$ cat src/rtl/pill_feed_ctrl_if.sv
// Signal bundle between the pill feed controller and its surroundings
// (sensors, counter stage, display page).
interface pill_feed_ctrl_if;
  logic       isWork;
  logic       conti;
  logic       pill_sense;
  logic       bottle_sense;
  logic       bottle_full;
  logic       allFull;
  logic       pill_tick;
  logic       gate_open;
  logic       conveyor_on;
  logic       bottle_done;
  logic       fault;
  logic [2:0] state_code;

  // Environment side: drives sensors and counter levels, observes drives.
  modport master (
    output isWork,
    output conti,
    output pill_sense,
    output bottle_sense,
    output bottle_full,
    output allFull,
    input  pill_tick,
    input  gate_open,
    input  conveyor_on,
    input  bottle_done,
    input  fault,
    input  state_code
  );

  // Controller side.
  modport slave (
    input  isWork,
    input  conti,
    input  pill_sense,
    input  bottle_sense,
    input  bottle_full,
    input  allFull,
    output pill_tick,
    output gate_open,
    output conveyor_on,
    output bottle_done,
    output fault,
    output state_code
  );
endinterface

$ cat src/rtl/pill_feed_ctrl.sv
// Pill feed controller: debounces the pill-drop sensor into pill_tick pulses
// and sequences the pill gate and bottle conveyor around the counter stage.
module pill_feed_ctrl #(
  parameter int unsigned DEBOUNCE_CYC = 4,
  parameter int unsigned CONV_CYC     = 8,
  parameter int unsigned TIMEOUT_CYC  = 64
) (
  input  logic            CLK,
  input  logic            RST,
  pill_feed_ctrl_if.slave bus
);

  localparam int unsigned DW = $clog2(DEBOUNCE_CYC + 1);
  localparam int unsigned CW = $clog2(CONV_CYC + 1);
  localparam int unsigned TW = $clog2(TIMEOUT_CYC + 1);

  typedef enum logic [2:0] {
    S_IDLE  = 3'd0,
    S_WAIT  = 3'd1,
    S_FILL  = 3'd2,
    S_ADV   = 3'd3,
    S_DONE  = 3'd4,
    S_FAULT = 3'd5
  } state_t;

  state_t          state;
  state_t          state_nxt;

  logic            ps1;
  logic            ps2;
  logic            bs1;
  logic            bs2;
  logic            filt;
  logic            filt_d;
  logic [DW-1:0]   dcnt;
  logic [TW-1:0]   tcnt;
  logic [CW-1:0]   ccnt;
  logic            is_work_d;
  logic            start;

  logic            gate_nxt;
  logic            conv_nxt;
  logic            done_nxt;
  logic            fault_nxt;

  logic            pill_tick;
  logic            gate_open;
  logic            conveyor_on;
  logic            bottle_done;
  logic            fault;

  assign start = bus.isWork & ~is_work_d;

  // Two-flop synchronizers for both raw sensors, plus run-enable edge history.
  always_ff @(posedge CLK) begin
    if (RST) begin
      ps1       <= 1'b0;
      ps2       <= 1'b0;
      bs1       <= 1'b0;
      bs2       <= 1'b0;
      is_work_d <= 1'b0;
    end else begin
      ps1       <= bus.pill_sense;
      ps2       <= ps1;
      bs1       <= bus.bottle_sense;
      bs2       <= bs1;
      is_work_d <= bus.isWork;
    end
  end

  // Pill debounce: a new level is accepted only after DEBOUNCE_CYC agreeing samples.
  always_ff @(posedge CLK) begin
    if (RST) begin
      filt   <= 1'b0;
      filt_d <= 1'b0;
      dcnt   <= '0;
    end else begin
      filt_d <= filt;
      if (ps2 != filt) begin
        if (dcnt == DW'(DEBOUNCE_CYC - 1)) begin
          filt <= ps2;
          dcnt <= '0;
        end else begin
          dcnt <= dcnt + DW'(1);
        end
      end else begin
        dcnt <= '0;
      end
    end
  end

  // State register.
  always_ff @(posedge CLK) begin
    if (RST) begin
      state <= S_IDLE;
    end else begin
      state <= state_nxt;
    end
  end

  // Next state and next-cycle drive decode.
  always_comb begin
    state_nxt = state;
    gate_nxt  = 1'b0;
    conv_nxt  = 1'b0;
    done_nxt  = 1'b0;
    fault_nxt = 1'b0;

    if (!bus.isWork) begin
      state_nxt = S_IDLE;
    end else if (bus.allFull &&
                 (state == S_WAIT || state == S_FILL || state == S_ADV)) begin
      state_nxt = S_DONE;
    end else begin
      case (state)
        S_IDLE: begin
          if (start) state_nxt = S_WAIT;
        end
        S_WAIT: begin
          if (bs2) begin
            state_nxt = S_FILL;
          end else if (tcnt == TW'(TIMEOUT_CYC - 1)) begin
            state_nxt = S_FAULT;
          end
        end
        S_FILL: begin
          // A full bottle takes precedence over a simultaneous bottle loss.
          if (bus.bottle_full) begin
            state_nxt = S_ADV;
          end else if (!bs2) begin
            state_nxt = S_FAULT;
          end
        end
        S_ADV: begin
          if (ccnt == CW'(CONV_CYC - 1)) begin
            state_nxt = bus.conti ? S_WAIT : S_IDLE;
          end
        end
        default: state_nxt = state;
      endcase
    end

    gate_nxt  = (state_nxt == S_FILL);
    conv_nxt  = (state_nxt == S_WAIT) || (state_nxt == S_ADV);
    done_nxt  = (state == S_FILL) && (state_nxt == S_ADV);
    fault_nxt = (state_nxt == S_FAULT);
  end

  // Residency counters: restart whenever the state is (re)entered.
  always_ff @(posedge CLK) begin
    if (RST) begin
      tcnt <= '0;
      ccnt <= '0;
    end else begin
      if (state == S_WAIT && state_nxt == S_WAIT) begin
        tcnt <= tcnt + TW'(1);
      end else begin
        tcnt <= '0;
      end
      if (state == S_ADV && state_nxt == S_ADV) begin
        ccnt <= ccnt + CW'(1);
      end else begin
        ccnt <= '0;
      end
    end
  end

  // Registered drives; filt rising edges outside FILL are simply dropped.
  always_ff @(posedge CLK) begin
    if (RST) begin
      pill_tick   <= 1'b0;
      gate_open   <= 1'b0;
      conveyor_on <= 1'b0;
      bottle_done <= 1'b0;
      fault       <= 1'b0;
    end else begin
      pill_tick   <= filt & ~filt_d & (state == S_FILL);
      gate_open   <= gate_nxt;
      conveyor_on <= conv_nxt;
      bottle_done <= done_nxt;
      fault       <= fault_nxt;
    end
  end

  assign bus.pill_tick   = pill_tick;
  assign bus.gate_open   = gate_open;
  assign bus.conveyor_on = conveyor_on;
  assign bus.bottle_done = bottle_done;
  assign bus.fault       = fault;
  assign bus.state_code  = 3'(state);

endmodule

$ cat src/flat_wrapper.sv
// flat-port wrapper written by rule: the top's interface ports become plain ports
module pill_feed_ctrl_flat 
#(
  parameter int unsigned DEBOUNCE_CYC = 4,
  parameter int unsigned CONV_CYC     = 8,
  parameter int unsigned TIMEOUT_CYC  = 64
)
  (CLK, RST, bus_isWork, bus_conti, bus_pill_sense, bus_bottle_sense, bus_bottle_full, bus_allFull, bus_pill_tick, bus_gate_open, bus_conveyor_on, bus_bottle_done, bus_fault, bus_state_code);
  pill_feed_ctrl_if bus_i ();
  input  logic CLK;
  input  logic RST;
  input wire logic [$bits(bus_i.isWork)-1:0] bus_isWork;
  input wire logic [$bits(bus_i.conti)-1:0] bus_conti;
  input wire logic [$bits(bus_i.pill_sense)-1:0] bus_pill_sense;
  input wire logic [$bits(bus_i.bottle_sense)-1:0] bus_bottle_sense;
  input wire logic [$bits(bus_i.bottle_full)-1:0] bus_bottle_full;
  input wire logic [$bits(bus_i.allFull)-1:0] bus_allFull;
  output wire logic [$bits(bus_i.pill_tick)-1:0] bus_pill_tick;
  output wire logic [$bits(bus_i.gate_open)-1:0] bus_gate_open;
  output wire logic [$bits(bus_i.conveyor_on)-1:0] bus_conveyor_on;
  output wire logic [$bits(bus_i.bottle_done)-1:0] bus_bottle_done;
  output wire logic [$bits(bus_i.fault)-1:0] bus_fault;
  output wire logic [$bits(bus_i.state_code)-1:0] bus_state_code;
  assign bus_i.isWork = bus_isWork;
  assign bus_i.conti = bus_conti;
  assign bus_i.pill_sense = bus_pill_sense;
  assign bus_i.bottle_sense = bus_bottle_sense;
  assign bus_i.bottle_full = bus_bottle_full;
  assign bus_i.allFull = bus_allFull;
  assign bus_pill_tick = bus_i.pill_tick;
  assign bus_gate_open = bus_i.gate_open;
  assign bus_conveyor_on = bus_i.conveyor_on;
  assign bus_bottle_done = bus_i.bottle_done;
  assign bus_fault = bus_i.fault;
  assign bus_state_code = bus_i.state_code;
  pill_feed_ctrl #(.DEBOUNCE_CYC(DEBOUNCE_CYC), .CONV_CYC(CONV_CYC), .TIMEOUT_CYC(TIMEOUT_CYC)) u_core (.CLK(CLK), .RST(RST), .bus(bus_i));
endmodule
$ cat config.mk
export PLATFORM = sky130hd
export DESIGN_NAME = pill_feed_ctrl_flat
export DESIGN_NICKNAME = d
export VERILOG_FILES = /design/src/rtl/pill_feed_ctrl_if.sv /design/src/rtl/pill_feed_ctrl.sv /design/src/flat_wrapper.sv
export SDC_FILE = /design/constraint.sdc
export NUM_CORES = 1
export LEC_CHECK = 0
export BUFFER_PORTS_ARGS = -buffer_cell sky130_fd_sc_hd__buf_2
export CORE_MARGIN = 4
export CORE_UTILIZATION = 55
export DETAILED_ROUTE_END_ITERATION = 8
export GPL_ROUTABILITY_DRIVEN = 0
export MAX_ROUTING_LAYER = met4
export PLACE_DENSITY = 0.77
export REMOVE_ABC_BUFFERS = 1
export SLEW_MARGIN = 5
export SYNTH_ARGS = -nofsm -noshare
export SYNTH_HDL_FRONTEND = slang
export SYNTH_SLANG_ARGS = --single-unit
$ cat constraint.sdc
create_clock -name CLK -period 1.7 [get_ports CLK]
set_input_delay 0.34 -clock CLK [delete_from_list [all_inputs] [get_ports CLK]]
set_output_delay 0.34 -clock CLK [all_outputs]
set_load 0.02 [all_outputs]
==> impl_metrics.ini, run 1 <==
[outcome]
status = complete, no violations

[global_routing]
grt_use_met2_pct = 26.0
top_usage_layer = met2
grtUsageMet3_pct = 8.17
grt_pass1_wl_mm = 3.84
track_usage_pct = 19.5
antenna_found_initial = 0
grt_pass1_vias = 852
overflow = 0
grt_max_degree = 15
grt_util_met1_pct = 23.4

[setup_path]
ff2ff_setup_slack_ns = 0.08
worstPathRequired_ns = 1.94
cp_slowest_cell = dfxtp_1
worstPathArrival_ns = 1.85
crit_buf_inv = 0
worstReg2RegStart = u_core.ccnt[0]
rr_worst_depth = 5
crit_type = flip-flop to flip-flop
reg2reg_to = u_core.bus.bottle_done
cp_top_family = compound AO/OA/AOI/OAI gates
max_stage_delay_ns = 0.33
cp_max_fo = 3
critical_path.cell_chain = ha_1, and3b_1, o21bai_1, o211ai_1, nor4_1
critPathLaunchType = flip-flop
end_kind = flip-flop

[timing]
fmax_mhz = 618
finalClockSkew_ns = 0.00576
whs_ns = 0.217
max_slew_margin_pct = 76.8
period_needed_ns = 1.62
setup_ws_ns = 0.0826
worst_pin_slew_ns = 0.345
maxSlewViolCount = 0
finalSetupTns_ns = 0
finalSetupViolCount = 0
final_hold_viol_count = 0
post-route-period-util_pct = 95.1
rsz0062_at_grt = true

[pwr]
clkPwrFrac_pct = 40.5
combPwrFrac_pct = 5.8
leakage_nw = 0.554
p_int_mw = 1.02
pwr-share-seq_pct = 53.6
switching_share_pct = 21.6
peakVddDrop_mv = 0.639
total_power_mw = 1.30
power_density_nw_per_um2 = 920
p_switching_mw = 0.282

[placement]
hpwl_mm = 1.62
pre_cts_slack_ns = 0.0316
port_buffers = 15
placed_cells = 167

[yosys]
synth-async-reset-ratio_pct = 0
yosys-top-cells-count = 29 x dfxtp_1, 11 x nor2_1, 10 x nand2_1, 9 x nor4_1, 8 x nor2b_1
yosys.cell_types.count = 35
ys_seq_area_share_pct = 48.5
syn-cell-area_um2 = 1200
synth_edf_count = 0
syn_inst = 125
synth_ff_type = dfxtp_1
synth.most_common_cell = dfxtp_1
synth_top_area_share_pct = 48.5
ys_ff_latch = 29
yosysWarnings = 0
synth_area_leader_cell = dfxtp_1
synthTopCellsByArea = dfxtp_1 48%, nor4_1 4.7%, ha_1 4.2%, nor2b_1 4.2%, nor2_1 3.4%
avgSynthCellArea_um2 = 9.58

[final_layout]
n_antenna_cell = 0
finalNonFillerCells = 174
nets = 159
area.growth.synth_to_final_pct = 18.4
drive_gt1_share_pct = 24.5

[cts]
cts.sinks = 29
clk_pin_slew_ns = 0.09
cts_buffers = 5
h-tree-depth = 2
post-cts-setup-buffers = 0
cts_tree = built
clock_latency_ns = 0.32
clockBufferDepth = 2
cts_root_buffer = clkbuf_4
cts_hold_buf = 0
cts_resized = 0

[floorplan]
initial_utilization_pct = 59.2
io_pins = 16
die_y_um = 54.7
row_count = 16
core_area_um2 = 2020
die_w_um = 54.7
fp.dieArea_um2 = 2990

[detailed_routing]
route.detailed.drc = 0
avgRoutedWirePerCell_um = 13.8
drt_wl_total_mm = 2.40
dr_total_vias = 986
firstDrtPassIters = 4
viasPerCell = 5.67
first_iter_violations = 19
drtAntennaViolNets = 0

[worst_hold_path]
hold_path_startpoint = bus_pill_sense
holdPathStages = 2
min_to = u_core.ps1
hp-class = primary input to flip-flop

[run]
cap_violations = 0
worst register-to-register path, stage by stage, from the launching register on:
cell and delay, ns:
dfxtp_1 0.33, ha_1 0.22, and3b_1 0.21, o21bai_1 0.30
o211ai_1 0.19, nor4_1 0.27
power by group through the flow:
stage / Combinational (mW) / Clock, mW / Sequential, mW
after floorplan: 0.0370 / 0 / 0.718
after global placement: 0.0704 / 0 / 0.714
after detailed placement: 0.0718 / 0 / 0.715
after CTS: 0.0723 / 0.540 / 0.699
after global routing: 0.0828 / 0.579 / 0.702
final: 0.0759 / 0.529 / 0.700
per-layer routing:
metal,vias up,share of wire [%]
met5,-,0
met4,0,2.6
met3,7,7.2
met2,30,45
met1,460,46
li1,489,-
registers in the layout, summed over array words and instances (netlist names):
name                    cells
u_core.bs1                  1
u_core.bs2                  1
u_core.bus.bottle_done      1
u_core.bus.conveyor_on      1
u_core.bus.fault            1
u_core.bus.gate_open        1
u_core.bus.pill_tick        1
u_core.bus.state_code       3
u_core.ccnt                 4
u_core.dcnt                 3
u_core.filt                 1
u_core.filt_d               1
u_core.is_work_d            1
u_core.ps1                  1
u_core.ps2                  1
u_core.tcnt                 7
metrics by stage:
stage	util (%)	instance area [µm²]
after floorplan	-	1180
after global placement	64.9	1310
after detailed placement	64.9	1310
after CTS	68.5	1390
after global routing	70.1	1420
final	70.1	1420
worst max path at each step:
stage,from,to,cells past startpoint
6_report,u_core.ccnt[0],u_core.bus.bottle_done,5
5_1_grt,u_core.ccnt[0],u_core.bus.bottle_done,5
4_1_cts,u_core.bus.state_code[1],u_core.tcnt[2],5
3_5_place_dp,u_core.bus.state_code[1],u_core.tcnt[2],5
3_3_place_gp,u_core.bus.state_code[1],u_core.tcnt[2],4
2_1_floorplan,u_core.bus.state_code[0],u_core.bus.conveyor_on,4
cells in the final DEF, fill, tap and decap left out, types with 4 or more instances in the layout:
cell type / synthesis / layout
dfxtp_1: 29 / 27
buf_2: 1 / 15
nor2_1: 11 / 11
nand2_1: 10 / 10
nor2b_1: 8 / 8
nor4_1: 9 / 6
inv_1: 5 / 5
o21ai_0: 6 / 5
clkbuf_4: 0 / 5
xnor2_1: 4 / 4
ha_1: 4 / 4
logic make-up (layout without fill, tap and decap cells):
| kind of cell | Yosys count | in the layout | share of synthesized area [%] |
|---|---|---|---|
| mux | 1 | 1 | 0.836 |
| xor+xnor | 6 | 6 | 4.39 |
| flops | 29 | 29 | 48.5 |
| simple gates | 56 | 56 | 26.5 |
| buf+inv | 8 | 30 | 2.93 |
| compound gates | 21 | 21 | 12.6 |
| fa+ha+maj | 4 | 4 | 4.18 |
cell type report:
cell class                 instances  area [µm²]
fill                             160         604
multi-input combinational         88         612
inverter                           5        18.8
tap                               27        33.8
timing repair buffer              18        97.6
sequential                        29         583
clock inverter                     2        35.0
clock buffer                       5        37.5
(Power assumes the default switching activity.)
==> inputs of run 2 (changes only) <==
- ABC_AREA: default -> 1
==> run 2 against run 1 <==
Compared with the run above:
- first-iteration DRC count down 47%
- largest power group unchanged
- clock power is 14% lower
- worst setup slack gained 0.079 ns
- count of clock-buffer cells in the layout grew 2
- cell count up 17%
- sequential power is essentially flat
- wire length decreased by 16%
- non-clock buffer count decreased by 3
- cell area is 4.7% lower
- hold slack better by 0.0048 ns
- fmax grew 5.2%
==> impl_metrics.ini, run 2 <==
[cts]
post-cts-setup-buffers = 0
cts_buffers = 5
cts_hold_buf = 0
cts_root_buffer = clkbuf_4
cts_resized = 0
clockBufferDepth = 2
h-tree-depth = 2
cts_tree = built
clock_latency_ns = 0.32
clk_pin_slew_ns = 0.08
cts.sinks = 29

[setup_path]
ff2ff_setup_slack_ns = 0.16
max_stage_delay_ns = 0.37
critPathLaunchType = flip-flop
worstPathArrival_ns = 1.75
cp_slowest_cell = dfxtp_1
worstPathRequired_ns = 1.92
critical_path.cell_chain = ha_1, nand3_1, nor2_1, nand2_1, nand2_1, nand2_1, nand2_1, nor2_1, nand2_2, nor2_1
critical_path.most_common_cell = nand2_1
end_kind = flip-flop
crit_type = flip-flop to flip-flop
cp_max_fo = 7

[floorplan]
io_pins = 16
initial_utilization_pct = 59.2
fp.dieArea_um2 = 2980
die_w_um = 54.6
core_area_um2 = 2020
row_count = 16
die_y_um = 54.6

[timing]
finalSetupTns_ns = 0
worst_pin_slew_ns = 0.270
post-route-period-util_pct = 90.5
rsz0062_at_grt = false
whs_ns = 0.222
final_hold_viol_count = 0
fmax_mhz = 650
setup_ws_ns = 0.162
maxSlewViolCount = 0
finalClockSkew_ns = 0.00528
period_needed_ns = 1.54
finalSetupViolCount = 0
max_slew_margin_pct = 81.9

[detailed_routing]
drt_wl_total_mm = 2.02
dr_total_vias = 978
firstDrtPassIters = 4
viasPerCell = 4.82
first_iter_violations = 10
drtAntennaViolNets = 0
route.detailed.drc = 0
avgRoutedWirePerCell_um = 9.93

[pwr]
p_switching_mw = 0.273
p_int_mw = 0.955
power_density_nw_per_um2 = 909
leakage_nw = 0.622
clkPwrFrac_pct = 37.1
total_power_mw = 1.23
pwr-share-seq_pct = 56.8
combPwrFrac_pct = 6.0
switching_share_pct = 22.2
peakVddDrop_mv = 0.588

[global_routing]
track_usage_pct = 16.9
grt_pass1_wl_mm = 3.33
antenna_found_initial = 0
grt_pass1_vias = 896
grt_max_degree = 13
overflow = 0

[outcome]
status = complete, no violations

[placement]
pre_cts_slack_ns = 0.138
placed_cells = 195
hpwl_mm = 1.53
port_buffers = 15
post_dp_cell_area_um2 = 1280

[final_layout]
finalNonFillerCells = 203
final_common_cell = nor2_1
fin_util_pct = 66.8
nets = 187
fill_cells = 199
largest_register_ffs = 7
stdcell_area_um2 = 1350
layout_common_cells = 41 x nor2_1, 27 x dfxtp_1, 22 x nand2_1, 20 x inv_1, 15 x buf_2
area.growth.synth_to_final_pct = 13.0
regMostFlops = u_core.tcnt
drive_gt1_share_pct = 19.3
n_antenna_cell = 0
top_regs = u_core.tcnt (7), u_core.ccnt (4)

[yosys]
syn-cell-area_um2 = 1200
synth_compound_area_share_pct = 3.14
yosys.area_share.adder_pct = 4.18
yosys.cell_types.count = 22
yosys-top-cells-count = 41 x nor2_1, 29 x dfxtp_1, 22 x nand2_1, 20 x inv_1, 10 x nand3_1
ys_ff_latch = 29
synth_top_area_share_pct = 48.5
synthSimpleGateAreaFrac_pct = 31.0
syn_inst = 156
synth-async-reset-ratio_pct = 0
yosysWarnings = 0
avgSynthCellArea_um2 = 7.67
ys_seq_area_share_pct = 48.5
synth_top_family_by_area = simple AND/OR/NAND/NOR gates
synthMuxAreaShare_pct = 0
synthTopCellsByArea = dfxtp_1 49%, nor2_1 13%, nand2_1 6.9%, inv_1 6.3%, ha_1 4.2%
synth_edf_count = 0
synth_area_leader_cell = dfxtp_1
synth_ff_type = dfxtp_1
synth.most_common_cell = nor2_1
synth_xor_area_share_pct = 4.39

[run]
cap_violations = 0

[worst_hold_path]
hp-class = primary input to flip-flop
-- run 2: changes by cell type in the layout (fill, tap and decap cells not counted), sizes merged, moves of 3 or more --
cell,change
nor2,+33
inv,+16
nand2,+16
nand3,+8
nor2b,-8
nor4,-8
o21ai,-6
o21a,-4
a21oi,+3
buf,-3
o211ai,-3
-- run 2: kinds of logic after synthesis --
group                      after synthesis
DFF                                     29
AOI/OAI and AO/OA                        7
xor gates and xnor gates                 6
and+or+nand+nor                         86
adders and majority gates                4
buffers and inverters                   24
-- run 2: path summary, 6_finish.rpt --
check,cells after the start,endpoint,startpoint
max reg2reg,10,u_core.tcnt[6],u_core.tcnt[0]
min,3,u_core.ps1,bus_pill_sense
max,10,u_core.tcnt[6],u_core.tcnt[0]
min reg2reg,1,u_core.bus.pill_tick,u_core.filt_d
-- run 2: power groups by stage --
stage	clock network [mW]	logic, mW	registers, mW
2_1_floorplan	0	0.0445	0.716
3_3_place_gp	0	0.0714	0.713
3_5_place_dp	0	0.0735	0.713
4_1_cts	0.478	0.0745	0.697
5_1_grt	0.514	0.0851	0.700
6_report	0.456	0.0740	0.698
-- run 2: cell type report --
type / instances / area [µm²] / area share [%]
inverter: 21 / 78.8 / 5.83
timing repair buffer: 15 / 75.1 / 5.56
multi-input combinational: 103 / 510 / 37.8
sequential: 29 / 583 / 43.1
clock inverter: 1 / 5.00 / 0.370
clock buffer: 7 / 65.1 / 4.81
tap: 27 / 33.8 / 2.50
-- run 2: metal layers --
metal	global-route usage, %	vias up	wire length, µm
met1	16.6	435	884
li1	-	516	-
met2	27.4	18	959
met3	5.72	9	105
met5	-	-	0
met4	12.4	0	65
-- run 2: critical path: cells and delay by family (launching register included) --
kind / cells / cell delay (ns)
adders and majority gates: 1 / 0.20
DFF: 1 / 0.37
and+or+nand+nor: 9 / 0.88
